## src/rtl/gb_stream_arbiter.sv

```systemverilog
// gb_stream_arbiter
//
// Two-input packet arbiter for Avalon-ST style video streams. The first
// beat of a packet (startofpacket) requests the output. When both inputs
// request at once, the input that was not granted last wins. A granted
// input is connected straight to the output with no added latency, and it
// keeps the output until the end of its packet.
//
// Optional feature (macro GB_ARB_CTRL_LOCK_EN):
//   When defined, the type nibble of each packet is kept in a register.
//   If a control packet (type 4'hF) ends, the same input keeps the grant so
//   that the video packet following it is passed without re-arbitration.
//   When undefined, every packet end returns to IDLE and there is no type
//   register.
//
// Ports:
//   clk, rst_n                 clock (rising edge), async active-low reset
//   s0_* / s1_*                requester streams (data, valid, ready, sop, eop)
//   dout_*                     arbitrated output stream
//   grant[1:0]                 one-hot owner of dout (bit0 = s0, bit1 = s1),
//                              2'b00 while idle
//
// Parameters:
//   DATA_WIDTH   width of every data bus (must be at least 4)
//   DATA_BITS    bits per colour plane; carried for downstream users, the
//                arbiter itself only looks at data[3:0] of a SOP beat
//
// State table:
//   state | meaning
//   IDLE  | no owner; waiting for a SOP, non-SOP beats are drained
//   GNT0  | s0 owns dout; s0 is passed through combinationally
//   GNT1  | s1 owns dout; s1 is passed through combinationally

module gb_stream_arbiter #(
  parameter int DATA_WIDTH = 8,
  parameter int DATA_BITS  = 8
) (
  input  logic                  clk,
  input  logic                  rst_n,

  input  logic [DATA_WIDTH-1:0] s0_data,
  input  logic                  s0_valid,
  output logic                  s0_ready,
  input  logic                  s0_startofpacket,
  input  logic                  s0_endofpacket,

  input  logic [DATA_WIDTH-1:0] s1_data,
  input  logic                  s1_valid,
  output logic                  s1_ready,
  input  logic                  s1_startofpacket,
  input  logic                  s1_endofpacket,

  output logic [DATA_WIDTH-1:0] dout_data,
  output logic                  dout_valid,
  input  logic                  dout_ready,
  output logic                  dout_startofpacket,
  output logic                  dout_endofpacket,

  output logic [1:0]            grant
);

  typedef enum logic [2:0] {
    IDLE = 3'b001,
    GNT0 = 3'b010,
    GNT1 = 3'b100
  } state_t;

  state_t state;

  // Input granted most recently; reset to 1 so s0 wins the first tie.
  logic last_id;

  // Low during reset and until the first clock edge afterwards, so the
  // drain path in IDLE cannot show ready while the block is held in reset.
  logic out_en;

  logic req0;
  logic req1;

  // Plane width is informational only; the arbiter never splits the data bus.
  logic [31:0] plane_bits_unused;
  assign plane_bits_unused = DATA_BITS;

  assign req0 = s0_valid & s0_startofpacket;
  assign req1 = s1_valid & s1_startofpacket;

  assign grant = state[2:1];

`ifdef GB_ARB_CTRL_LOCK_EN
  localparam logic [3:0] CTRL_TYPE = 4'hF;

  logic [3:0] pkt_type;
  logic [3:0] cur_type0;
  logic [3:0] cur_type1;

  // On a single-beat packet the type register has not been written yet,
  // so the type of the ending packet comes straight from the SOP beat.
  assign cur_type0 = s0_startofpacket ? s0_data[3:0] : pkt_type;
  assign cur_type1 = s1_startofpacket ? s1_data[3:0] : pkt_type;
`endif

  // Output multiplexer and ready steering.
  always_comb begin
    dout_data          = '0;
    dout_valid         = 1'b0;
    dout_startofpacket = 1'b0;
    dout_endofpacket   = 1'b0;
    s0_ready           = 1'b0;
    s1_ready           = 1'b0;
    case (state)
      GNT0: begin
        dout_data          = s0_data;
        dout_valid         = s0_valid;
        dout_startofpacket = s0_startofpacket;
        dout_endofpacket   = s0_endofpacket;
        s0_ready           = dout_ready;
      end
      GNT1: begin
        dout_data          = s1_data;
        dout_valid         = s1_valid;
        dout_startofpacket = s1_startofpacket;
        dout_endofpacket   = s1_endofpacket;
        s1_ready           = dout_ready;
      end
      default: begin
        // Mid-packet beats arriving while idle belong to an abandoned packet;
        // accept and drop them so the stream resyncs on the next SOP. A SOP
        // beat is held until its input is granted.
        s0_ready = out_en & ~s0_startofpacket;
        s1_ready = out_en & ~s1_startofpacket;
      end
    endcase
  end

  always_ff @(posedge clk or negedge rst_n) begin
    if (!rst_n) begin
      state   <= IDLE;
      last_id <= 1'b1;
      out_en  <= 1'b0;
`ifdef GB_ARB_CTRL_LOCK_EN
      pkt_type <= 4'h0;
`endif
    end else begin
      out_en <= 1'b1;
      case (state)
        IDLE: begin
          if (req0 && req1) begin
            state <= last_id ? GNT0 : GNT1;
          end else if (req0) begin
            state <= GNT0;
          end else if (req1) begin
            state <= GNT1;
          end
        end
        GNT0: begin
          if (s0_valid && dout_ready) begin
`ifdef GB_ARB_CTRL_LOCK_EN
            if (s0_startofpacket) begin
              pkt_type <= s0_data[3:0];
            end
`endif
            if (s0_endofpacket) begin
              last_id <= 1'b0;
`ifdef GB_ARB_CTRL_LOCK_EN
              state <= (cur_type0 == CTRL_TYPE) ? GNT0 : IDLE;
`else
              state <= IDLE;
`endif
            end
          end
        end
        GNT1: begin
          if (s1_valid && dout_ready) begin
`ifdef GB_ARB_CTRL_LOCK_EN
            if (s1_startofpacket) begin
              pkt_type <= s1_data[3:0];
            end
`endif
            if (s1_endofpacket) begin
              last_id <= 1'b1;
`ifdef GB_ARB_CTRL_LOCK_EN
              state <= (cur_type1 == CTRL_TYPE) ? GNT1 : IDLE;
`else
              state <= IDLE;
`endif
            end
          end
        end
        default: state <= IDLE;
      endcase
    end
  end

endmodule

```

## config.mk

```make
export PLATFORM = sky130hd
export DESIGN_NAME = gb_stream_arbiter
export DESIGN_NICKNAME = d
export VERILOG_FILES = /design/src/rtl/gb_stream_arbiter.sv
export SDC_FILE = /design/constraint.sdc
export NUM_CORES = 1
export LEC_CHECK = 0
export CORE_ASPECT_RATIO = 1.1
export CORE_MARGIN = 10
export CORE_UTILIZATION = 30
export CTS_CLUSTER_DIAMETER = 30
export CTS_CLUSTER_SIZE = 12
export DETAILED_ROUTE_END_ITERATION = 6
export PLACE_DENSITY = 0.81
export REMOVE_ABC_BUFFERS = 1
export SLEW_MARGIN = 20
export SYNTH_ARGS = -nofsm -noshare
export SYNTH_HDL_FRONTEND = slang
export SYNTH_SLANG_ARGS = --single-unit
```

## constraint.sdc

```tcl
create_clock -name clk -period 1.15 [get_ports clk]
set_clock_uncertainty 0.05 [all_clocks]
set_input_delay 0.115 -clock clk [delete_from_list [all_inputs] [get_ports clk]]
set_output_delay 0.115 -clock clk [all_outputs]
set_load 0.02 [all_outputs]
```

After elaboration in Yosys (flattened, before gate mapping)
Index checks and enable logic that the tools add are counted.
W data, S select, Z words.

word-level totals
  input bits = 25
  output and inout port bits = 15
  word-level logic and storage cells = 43
  register bits = 5

operators by class
  bitwise logic cells = 6
  equality and inequality tests = 8
  reductions and logical operators = 6
  multiplexer cells = 20

operators by type and width
  operator              count
  $mux W3               8
  $pmux W8 S2           1
  $pmux W1 S2           6
  $reduce_and A5 Y1     2
  $pmux W3 S3           1
  $ne A2 B2 Y1 const B  4
  $and A1 B1 Y1         4
  $mux W1               4
  $ne A4 B4 Y1 const B  1
  $eq A3 B1 Y1 const B  1
  $eq A3 B2 Y1 const B  1
  $eq A3 B3 Y1 const B  1
  $logic_and A1 B1 Y1   3
  $not A1 Y1            2
  $reduce_bool A2 Y1    1

Longest topological paths before layout
Gate-level depths: netlist of run 1.

  depth in word-level cells = 5
  depth in mapped cells = 5
  mapped depth without buffers = 3

Worst setup path after synthesis of run 1
No wires, ideal clock.

  kind = register to output
  start = register state[0]
  end = output s1_ready
  arrival time = 1,306 ps
  cell stages (with the launch flop) = 4
  slack = -321 ps
  path buffers = 1
  required time = 985 ps
  path through = dfstp_2 buf_2 a21oi_1 o32ai_1

between the ends
  cells in the longest elaborated chain, start to end = 2
  elaborated cells on any way between the ends = 3
  classes of those cells = eq/ne (2); mux (1)

RTL lines
  element                                       line  source
  start, declared                               68    state_t state;
  start signal, assigned                        148   state <= last_id ? GNT0 : GNT1;
  $eq A3 B3 Y1 or $eq A3 B2 Y1 (tied branches)  110   case (state)
  $pmux W1 S2 (*)                               110
  end, declared                                 49    output logic s1_ready,

Mark *: on every way between the ends. The rest lies on a longest branch, timed or not.

Worst setup path in the final report of run 1
Ends and elaborated chain as after synthesis.

==> results of run 1 <==
registers in the layout, summed over array words and instances (netlist names):
signal and cells:
state 3, last_id 1, out_en 1
synth_stat cells:
library cell,n
nor2_1,12
a22oi_1,11
buf_4,5
a21oi_1,4
dfrtp_1,3
nand2_1,3
nor3b_1,3
a22o_1,2
buf_2,2
dfstp_2,2
inv_1,2
nand3_1,2
nand3b_1,2
nor2b_1,2
o21ai_0,2
a221oi_1,1
a311o_1,1
a31oi_1,1
a32o_1,1
and4b_1,1
clkbuf_1,1
conb_1,1
inv_2,1
nand2b_1,1
nand4_1,1
nand4bb_1,1
nor2b_2,1
o21bai_1,1
o22a_1,1
o32ai_1,1
worst min-delay path by stage:
stage	endpoint	start	slack, ps	depth (start not counted)
global route	state[1]	rst_n	30	1
detailed placement	out_en	rst_n	290	1
global placement	state[1]	rst_n	290	1
CTS	out_en	rst_n	40	1
floorplan	out_en	rst_n	-230	0
finish	out_en	rst_n	40	1
per-stage QoR:
| stage | cells | hold WS [ps] | power (mW) |
|---|---|---|---|
| 2_1_floorplan | 64 | -230.6 | 0.8003 |
| 3_3_place_gp | 140 | 289.3 | 1.347 |
| 3_5_place_dp | 140 | 293.3 | 1.380 |
| 4_1_cts | 147 | 36.90 | 1.849 |
| 5_1_grt | 152 | 31.50 | 2.141 |
| 6_report | 152 | 42.17 | 2.013 |
kinds of logic after synthesis:
family | Yosys count
buffers and inverters | 11
AOI/OAI and AO/OA | 26
other | 1
DFF | 5
and+or+nand+nor | 29
layer usage:
metal / up-vias / track usage (%) / routed length (um)
li1: 395 / - / -
met1: 403 / 15.11 / 1238
met2: 54 / 20.79 / 1214
met3: 0 / 4.678 / 331
met4: 0 / 4.396 / 0
met5: - / 0 / 0
power breakdown:
part	switching (mW)	total, mW	internal [mW]
combinational	0.654	1.47	0.817
clock	0.0616	0.192	0.130
sequential	0.0915	0.350	0.258
timing repair:
item                                   4_1_cts  5_1_grt
endpoints found under the hold margin        0        0
gates resized for setup                    108        9
setup buffers                                3        5
hold buffers                                 0        0
pin swaps                                   20       12
setup endpoints to repair                   19       19
cell usage in the layout (no fill, tap or decap), drive strengths merged, types with 2 or more instances in the layout:
cell           count
buf               42
nand3b             2
nor2b              3
nand3              2
nand2              3
clkdlybuf4s50     24
nor3b              3
dfstp              2
a21oi              4
dfrtp              3
nor2              12
a22oi             11
o21ai              2
clkbuf             4
a22o               2
inv                3
worst max-delay path, cell delays in order (launching register included):
cell and delay (ps):
dfstp_2 580, nor2b_1 80, a21oi_1 200, o32ai_2 120, buf_4 170
area by class of cell:
cell class	count	share of cell area [%]
Multi-Input combinational cell	56	36.05
Sequential cell	5	10.33
Clock buffer	4	2.085
Timing Repair Buffer	66	48.86
Tap cell	18	1.787
Inverter	3	0.8937
==> results.yml, run 1 <==
finish:
  final_util_pct: 72.34
  seq_area_um2: 130.1
  drive_gt1_share_pct: 52.24
  diodes: 0
  multiInputGateArea_um2: 454.2
  finalInstanceArea_um2: 1260
  synthToLayoutAreaGrowth_pct: 132.0
  num-fill-cells: 125
  fin_nets: 160
yosys:
  synthTopCellsByArea: "a22oi_1 (15%), dfrtp_1 (14%), dfstp_2 (9.7%), nor2_1 (8.3%), buf_4 (6.9%)"
  synth_xor_area_share_pct: 0
  yosysWarnings: 0
  yosysSeqAreaShare_pct: 23.50
  synthMuxAreaShare_pct: 0
  synth_adder_area_share_pct: 0
  syn_avg_cell_area_um2: 7.542
  synth_top_family_by_area: "compound AO/OA/AOI/OAI gates"
  yosysTopAreaCellShare_pct: 15.21
  synth_compound_area_share_pct: 35.02
  synth_cell_types: 30
  syn_inst: 72
  ys_seq_elements: 5
  yosys.area_share.simple_pct: 29.26
  yosysTopAreaCell: "a22oi_1"
  synthesis.area_um2: 543.0
critical_path:
  r2r-end: "state[0]"
  r2r_slack_ps: -260
  critical_path_class: "register to primary output"
  worstPathRequired_ps: 990
  cp-start-kind: "register"
  regToRegStartpoint: "state[0]"
  endpoint_kind: "primary output"
  critPathMaxFanout: 5
  rr_worst_depth: 6
  crit_start: "state[0]"
  crit_arrival_ps: 1380
  worstSetupEndpoint: "s1_ready"
power:
  leakagePower_nw: 0.5320
  power_density_nw_per_um2: 1597
  ir_worst_vdd_mv: 1.108
clocking:
  cts_made_buffers: 3
  clock_latency_ps: 230
  cts_tree: "built"
  htreeDepth: 1
  cts_sinks: 5
  clockBufferDepth: 2
  cts-root-buf: "clkbuf_4"
  clkTransAtPathRegs_ps: 40
global_routing:
  grt_pass1_vias: 826
  antenna_found_initial: 0
  grt_max_degree: 14
  gr-total-overflow: 0
  grt_first_pass_wirelength_mm: 4.036
  grt_use_total_pct: 12.88
sta:
  hold_viol: 0
  fmax_mhz: 646.4
  rsz0062_at_grt: "true"
  post-route-period-util_pct: 134.5
  worst_slack_ps: -397.1
  period_needed_ps: 1547
  setup_tns_ps: -5488
  drv_slew: 0
  setup_viol: 18
routing:
  first_pass_iters: 4
  routed_wl_mm: 2.784
  drc_errors: 0
  drt-initial-drc-count: 51
  ant_nets: 0
  via_per_inst: 5.605
  wl_per_cell_um: 18.32
  via_count: 852
floorplanning:
  num_rows: 16
  io-pin-count: 40
  dieArea_um2: 3914
  start_util_pct: 31.18
  die_width_um: 60.57
  die_height_um: 64.62
  fp.coreArea_um2: 1742
placed_design:
  place.gp.congestion: 0.7486
  io_buffers: 39
  place_area_um2: 1047
  place_hpwl_mm: 1.932
  pre_cts_slack_ps: -717.5
status:
  outcome: "finished with violations"
  violations: "setup timing"
min_path:
  hp-class: "input port to asynchronous set/reset pin"
job:
  max-cap-violations: 0
No activity file was read; power rests on OpenSTA's default activity.
==> run 2: changes to the inputs <==
--- a/constraint.sdc
+++ b/constraint.sdc
@@ -4,2 +4,2 @@
 set_output_delay 0.115 -clock clk [all_outputs]
-set_load 0.02 [all_outputs]
+set_load 0.005 [all_outputs]
==> run 2 against run 1 <==
Compared with the run above:
- the run still ends with setup timing left
- power down 10%
- sequential cell count unchanged
- maximum frequency is 4.1% higher
- combinational power down 14%
- routed wire length down 4.3%
- clock power rose by 2%
- global-route usage is 0.36 points lower
- sequential power is 4% lower
- via count shrank 3.8%
- worst setup slack improved by 62 ps
- final cell count decreased by 2.6%
==> results.yml, run 2 (synthesis results as in run 1) <==
floorplanning:
  num_rows: 16
  fp.coreArea_um2: 1742
  io-pin-count: 40
  die_width_um: 60.57
  start_util_pct: 31.18
  die_height_um: 64.62
  dieArea_um2: 3914
global_routing:
  gr-total-overflow: 0
  antenna_found_initial: 0
  grt_pass1_vias: 820
  grt_use_total_pct: 12.53
  grt_max_degree: 17
  grt_first_pass_wirelength_mm: 3.981
critical_path:
  cp-start-kind: "register"
  crit_arrival_ps: 1320
  critPathMaxFanout: 4
  critical_path_class: "register to primary output"
  worstPathCellList: "buf_6 > a21oi_2 > o32ai_2 > buf_2"
  crit_cells: 4
  r2r_slack_ps: -200
  rr_worst_depth: 5
  endpoint_kind: "primary output"
  path_delay_family: "flip-flops"
  r2r-end: "state[0]"
  crit_buf_inv: 2
  crit_start: "state[0]"
  regToRegStartpoint: "state[1]"
  slowest_delay_ps: 570
  cpMaxStageDelayCell: "dfstp_2"
  worstPathRequired_ps: 990
clocking:
  clockBufferDepth: 2
  clkTransAtPathRegs_ps: 40
  cts_made_buffers: 3
  cts_sinks: 5
  cts_tree: "built"
  htreeDepth: 1
  cts-root-buf: "clkbuf_4"
  clock_latency_ps: 240
power:
  swShare_pct: 38.19
  clockPowerShare_pct: 10.9
  p_seq_share_pct: 18.6
  leakagePower_nw: 0.5107
  switchingPower_mw: 0.6899
  power_density_nw_per_um2: 1493
  ir_worst_vdd_mv: 0.9501
  p_int_mw: 1.117
  p_comb_share_pct: 70.6
finish:
  fin_nets: 156
  finalInstanceArea_um2: 1210
  diodes: 0
  drive_gt1_share_pct: 51.54
  layout_common_cells: "clkdlybuf4s50_1 (24), buf_2 (13), nor2_1 (12), buf_6 (12)"
  largest_reg_flops: 3
  reg.largest.list: "state x3, last_id x1, out_en x1"
  regMostFlops: "state"
  synthToLayoutAreaGrowth_pct: 122.8
  finalNonFillerCells: 148
  layout_commonest_cell: "clkdlybuf4s50_1"
job:
  max-cap-violations: 0
sta:
  hold_slack_ps: 36.97
  setup_viol: 19
  rsz0062_at_grt: "true"
  worst_slack_ps: -335.5
  hold_viol: 0
  post-route-period-util_pct: 129.2
  fmax_mhz: 673.2
  period_needed_ps: 1486
  drv_slew: 0
placed_design:
  pre_cts_slack_ps: -626.8
  place_area_um2: 1047
  dpl.cell_count: 140
  place.gp.congestion: 0.7654
  io_buffers: 39
  place_hpwl_mm: 1.929
routing:
  drc_errors: 0
  via_per_inst: 5.541
  via_count: 820
  first_pass_iters: 4
  wl_per_cell_um: 17.99
  drt-initial-drc-count: 21
  ant_nets: 0
  routed_wl_mm: 2.663
status:
  violations: "setup timing"
  outcome: "finished with violations"
min_path:
  hp-class: "input port to asynchronous set/reset pin"
## run 2: changes by cell type in the layout (fill, tap and decap cells not counted), sizes merged
cell,before,now
buf,42,38
## run 2: worst max-delay path by stage
stage / end / slack (ps)
after CTS: s1_ready / -330
after floorplan: state[0] / -430
after global routing: s1_ready / -420
after detailed placement: s1_ready / -630
final: s1_ready / -340
after global placement: s1_ready / -600
## run 2: final cells by class
| type | instances | area [um2] |
|---|---|---|
| repair buffers | 62 | 553.0 |
| multi-input cells | 56 | 466.7 |
| fillers | 132 | 531.8 |
| inverters | 3 | 11.26 |
| well taps | 18 | 22.52 |
| flip-flops and latches | 5 | 130.1 |
| clock buffers | 4 | 26.28 |
## run 2: power groups by stage
| stage | logic [mW] | registers [mW] | clock network [mW] |
|---|---|---|---|
| 2_1_floorplan | 0.326 | 0.376 | 0 |
| 3_3_place_gp | 0.929 | 0.321 | 0 |
| 3_5_place_dp | 0.948 | 0.321 | 0 |
| 4_1_cts | 1.20 | 0.331 | 0.206 |
| 5_1_grt | 1.37 | 0.342 | 0.224 |
| 6_report | 1.27 | 0.336 | 0.196 |
## run 2: worst reg2reg max path, stage by stage, from the launching register on
cell and delay, ps:
dfrtp_2 440, nor2b_4 150, buf_6 130, buf_6 110, a221oi_2 230, o22a_1 180
## run 2: timing repair
item | 4_1_cts | 5_1_grt
gates cloned | 0 | 0
resized for setup | 100 | 7
endpoints found under the setup margin | 19 | 19
hold buffers | 0 | 0
pin swaps | 20 | 6
buffers inserted | 3 | 5
## run 2: per-layer routing
metal / vias up / global-route usage, % / share of wire, %
met1: 385 / 14.29 / 42
met2: 55 / 21.17 / 46
met3: 0 / 3.899 / 12
met5: - / 0 / 0
li1: 380 / - / -
met4: 0 / 4.121 / 0
## run 2: through the flow
stage | power (mW) | utilization (%) | setup TNS (ps)
2_1_floorplan | 0.7013 | - | -4687
3_3_place_gp | 1.250 | 60.13 | -6868
3_5_place_dp | 1.269 | 60.13 | -7284
4_1_cts | 1.741 | 67.89 | -4596
5_1_grt | 1.932 | 69.47 | -5911
6_report | 1.806 | 69.47 | -4836
==> run 3: changes to the inputs <==
- ABC_CLOCK_PERIOD_IN_PS: default -> 1150
- CORE_ASPECT_RATIO: 1.1 -> default
==> run 3 against run 2 <==
Compared with the run above:
- the run still ends with setup timing left
- combinational power is essentially flat
- die area about the same
- clock power about the same
- critical path depth increased by 2
- global-route usage decreased by 0.25 points
- non-clock buffer count increased by 4
- worst setup slack got worse by 55 ps
- power fell by 1.3%
- first-iteration DRC count increased by 100%
- utilization shrank 0.85 points
- highest routed layer is now met4
==> results.yml, run 3 (synthesis results as in run 1) <==
status:
  outcome: "finished with violations"
  violations: "setup timing"
power:
  finalPower_mw: 1.783
  ir_worst_vdd_mv: 0.9975
  leakagePower_nw: 0.5166
  power_density_nw_per_um2: 1505
placed_design:
  place_hpwl_mm: 1.839
  io_buffers: 39
  pre_cts_slack_ps: -597.0
  place_area_um2: 1064
  dpl.cell_count: 148
  place.gp.congestion: 0.7581
critical_path:
  crit_top_cell: "buf_6"
  crit_arrival_ps: 1380
  critical_path_class: "register to primary output"
  endpoint_kind: "primary output"
  crit_buf_inv: 3
  cpMaxStageDelayCell: "dfrtp_2"
  slowest_delay_ps: 420
  critPathMaxFanout: 6
  worstPathCellList: "buf_6 > nor2b_4 > buf_6 > a22oi_1 > nor2_1 > buf_2"
  path_delay_family: "flip-flops"
  worstPathRequired_ps: 990
  cp-start-kind: "register"
routing:
  drc_errors: 0
  via_count: 805
  via_per_inst: 5.063
  wl_per_cell_um: 16.01
  routed_wl_mm: 2.545
  ant_nets: 0
  first_pass_iters: 5
  drt-initial-drc-count: 43
job:
  max-cap-violations: 0
global_routing:
  grt_max_degree: 12
  grt_first_pass_wirelength_mm: 4.043
  antenna_found_initial: 0
  grt_pass1_vias: 830
  gr-total-overflow: 0
  grt_use_total_pct: 12.27
clocking:
  cts_made_buffers: 3
  cts_sinks: 5
  cts_tree: "built"
  cts-root-buf: "clkbuf_4"
  clkTransAtPathRegs_ps: 40
  clock_latency_ps: 240
  htreeDepth: 1
  clockBufferDepth: 2
sta:
  rsz0062_at_grt: "true"
  worst_slack_ps: -390.4
  hold_viol: 0
  setup_tns_ps: -5480
  fmax_mhz: 649.2
  setup_viol: 18
  drv_slew: 0
  hold_slack_ps: 34.50
  period_needed_ps: 1540
  post-route-period-util_pct: 134.0
finish:
  multiInputGateArea_um2: 402.9
  finalNonFillerCells: 159
  seq_area_um2: 128.9
  drive_gt1_share_pct: 44.78
  finalInstanceArea_um2: 1185
  fin_nets: 160
  layout_commonest_cell: "clkdlybuf4s50_1"
  reg.largest.list: "state x3, last_id x1, out_en x1"
  largest_reg_flops: 3
  synthToLayoutAreaGrowth_pct: 118.2
  diodes: 0
  layout_common_cells: "clkdlybuf4s50_1 (24), buf_2 (14), buf_4 (14)"
  regMostFlops: "state"
  num-fill-cells: 150
  final_util_pct: 68.62
floorplanning:
  die_width_um: 62.55
  io-pin-count: 40
  dieArea_um2: 3912
  fp.coreArea_um2: 1727
  num_rows: 15
  start_util_pct: 31.45
  die_height_um: 62.55
min_path:
  hp-class: "input port to asynchronous set/reset pin"
[run 3: cell types whose count changed in the layout (fill, tap and decap cells not counted), sizes merged]
cell	change
clkbuf	+2
buf	+2
[run 3: final timing paths]
check	start	endpoint	slack, ps	depth (start not counted)
max in group asynchronous	rst_n	last_id	770	1
setup reg to reg	state[2]	last_id	-190	6
min in group clk	last_id	last_id	530	1
setup / recovery	state[2]	dout_data[5]	-390	6
hold reg to reg	last_id	last_id	530	1
hold / removal	rst_n	state[1]	30	1
[run 3: cell type report]
class / instances / share of cell area, %
clock buffer: 4 / 2.218
inverter: 3 / 0.9504
multi-input combinational: 56 / 34.00
sequential: 5 / 10.88
tap: 25 / 2.640
timing repair buffer: 66 / 49.31
[run 3: metal layers]
| metal | global-route usage [%] | wire length, um | vias up |
|---|---|---|---|
| met5 | 0 | 0 | - |
| li1 | - | - | 391 |
| met3 | 2.867 | 207 | 2 |
| met4 | 4.190 | 3 | 0 |
| met2 | 19.10 | 1066 | 45 |
| met1 | 16.00 | 1268 | 367 |
[run 3: worst reg2reg max path: cells and delay by family (launching register included)]
kind / cells / cell delay [ps]
AOI/OAI and AO/OA: 1 / 200
buffers and inverters: 3 / 370
DFF: 1 / 420
and+or+nand+nor: 2 / 220
[run 3: power by group]
| part | internal, mW | switching [mW] |
|---|---|---|
| combinational | 0.749 | 0.513 |
| clock | 0.131 | 0.0666 |
| sequential | 0.256 | 0.0676 |
[run 3: what timing repair did]
item,CTS,global route
hold buffers,0,0
buffers inserted,4,1
gates resized for setup,76,10
pin swaps,13,9
setup endpoints to repair,18,19
cloned,1,1
==> edit, RTL diff (config.mk and constraints of run 1) <==
Build with the macro `GB_ARB_CTRL_LOCK_EN` defined.
--- a/src/rtl/gb_stream_arbiter.sv
+++ b/src/rtl/gb_stream_arbiter.sv
@@ -31,4 +31,6 @@
 //   GNT0  | s0 owns dout; s0 is passed through combinationally
 //   GNT1  | s1 owns dout; s1 is passed through combinationally
+
+`define GB_ARB_CTRL_LOCK_EN
 
 module gb_stream_arbiter #(
Check against the original RTL: not equivalent (Yosys sat finds a counterexample within 4 cycles, from zero or initial values and one cycle with rst_n low).
==> edit against run 1 <==
  * The flow still finishes with violations (setup timing)
  * Core utilization shrank 7.6 points
  * Area after synthesis increased by 52%
  * Sequential cell count up 4
  * Routed wire length rose by 46%
  * Largest cell class unchanged
  * Sequential power is 69% higher
  * Non-clock buffer count grew 19
  * Total power up 57%
  * Cell count rose by 41%
  * Critical path type is now reg -> reg
  * Die area up 34%
  * Hold slack gained 0.064 ns
  * Design area grew 32%
  * Setup slack got worse by 0.12 ns
  * Register-to-register slack worse by 0.26 ns
==> edit: results (changes against run 1) <==
gp_congestion: 0.927  # +24%
path_class: "reg -> reg"
ys_seq_area_frac: 0.277  # +0.0416
final.setup.worst_slack_ns: -0.519  # -0.122 ns
status: "finished, violations left"
post-dp-hpwl_um: 2640  # +37%
vias: 1191  # +40%
grt_max_degree: 12  # -2
grt_pass1_wl_um: 5820  # +44%
top_regs: "pkt_type x4, state x3"
holdWs_ns: 0.107  # +0.0644 ns
drtIter0Drc: 90  # +76%
synth_cell_type_count: 35  # +17%
cpPeakStageDelay_ns: 0.47  # -0.11 ns
drive_above_1_share: 0.462  # -0.0604
crit_arrival_ns: 1.76  # +0.38 ns
r2r_end: "state[2]$_DFFE_PN0P_"
dp.cells: 199  # +42%
violations: "setup timing"
clock_latency_ns: 0.26  # +0.03 ns
viasPerCell: 5.54  # -1.2%
cp-startpoint: "state[2]$_DFFE_PN0P_"
dr.pass1.iters: 5  # +1
final-setup-viol-count: 23  # +5
irDropWorstVdd_uv: 1620  # +46%
clk_pin_slew_ns: 0.06  # +0.02 ns
edit: area by class of cell:
type / count / area, µm² / share of cell area
Timing Repair Buffer: 85 / 736 / 0.443
Tap cell: 31 / 38.8 / 0.0233
Clock buffer: 4 / 26.3 / 0.0158
Multi-Input combinational cell: 83 / 619 / 0.373
Sequential cell: 9 / 230 / 0.139
Inverter: 3 / 11.3 / 0.00678
edit: repair_timing:
item | CTS | global route
gates resized for setup | 89 | 24
setup buffers | 8 | 3
endpoints found under the hold margin | 0 | 0
pin swaps | 8 | 10
endpoints found under the setup margin | 23 | 23
gates cloned | 1 | 0
edit: report_power, final:
group	total (mW)	switching [mW]	leakage (nW)	internal, mW
Combinational	2.33	1.05	0.633	1.28
Sequential	0.590	0.154	0.106	0.436
Clock	0.244	0.110	0.0150	0.134
edit: worst max-delay path, delay by kind of cell, from the launching register on:
family | cells | cell delay (ns)
DFF | 1 | 0.47
and+or+nand+nor | 3 | 0.45
AOI/OAI and AO/OA | 1 | 0.31
buffers and inverters | 2 | 0.27
edit: routing by layer:
layer	vias to the layer above	GRT usage	part of all wire
met3	8	0.0342	0.072
met2	64	0.247	0.51
met1	571	0.149	0.40
met5	-	0	0
li1	548	-	-
met4	0	0.0592	0.021
edit: cells by family after synthesis:
group,after synthesis,share of synthesized area
AND/OR/NAND/NOR,41,0.263
multiplexers,4,0.0486
flip-flops,9,0.277
buffers and inverters,14,0.0775
other,1,0.00455
AO/OA/AOI/OAI,37,0.330
edit: through the flow:
stage | instance area [µm²] | worst slack [ns] | utilization
floorplan | 771 | -0.629 | -
detailed placement | 1460 | -0.657 | 0.567
global placement | 1460 | -0.615 | 0.567
global route | 1660 | -0.588 | 0.647
finish | 1660 | -0.519 | 0.647
CTS | 1540 | -0.486 | 0.599
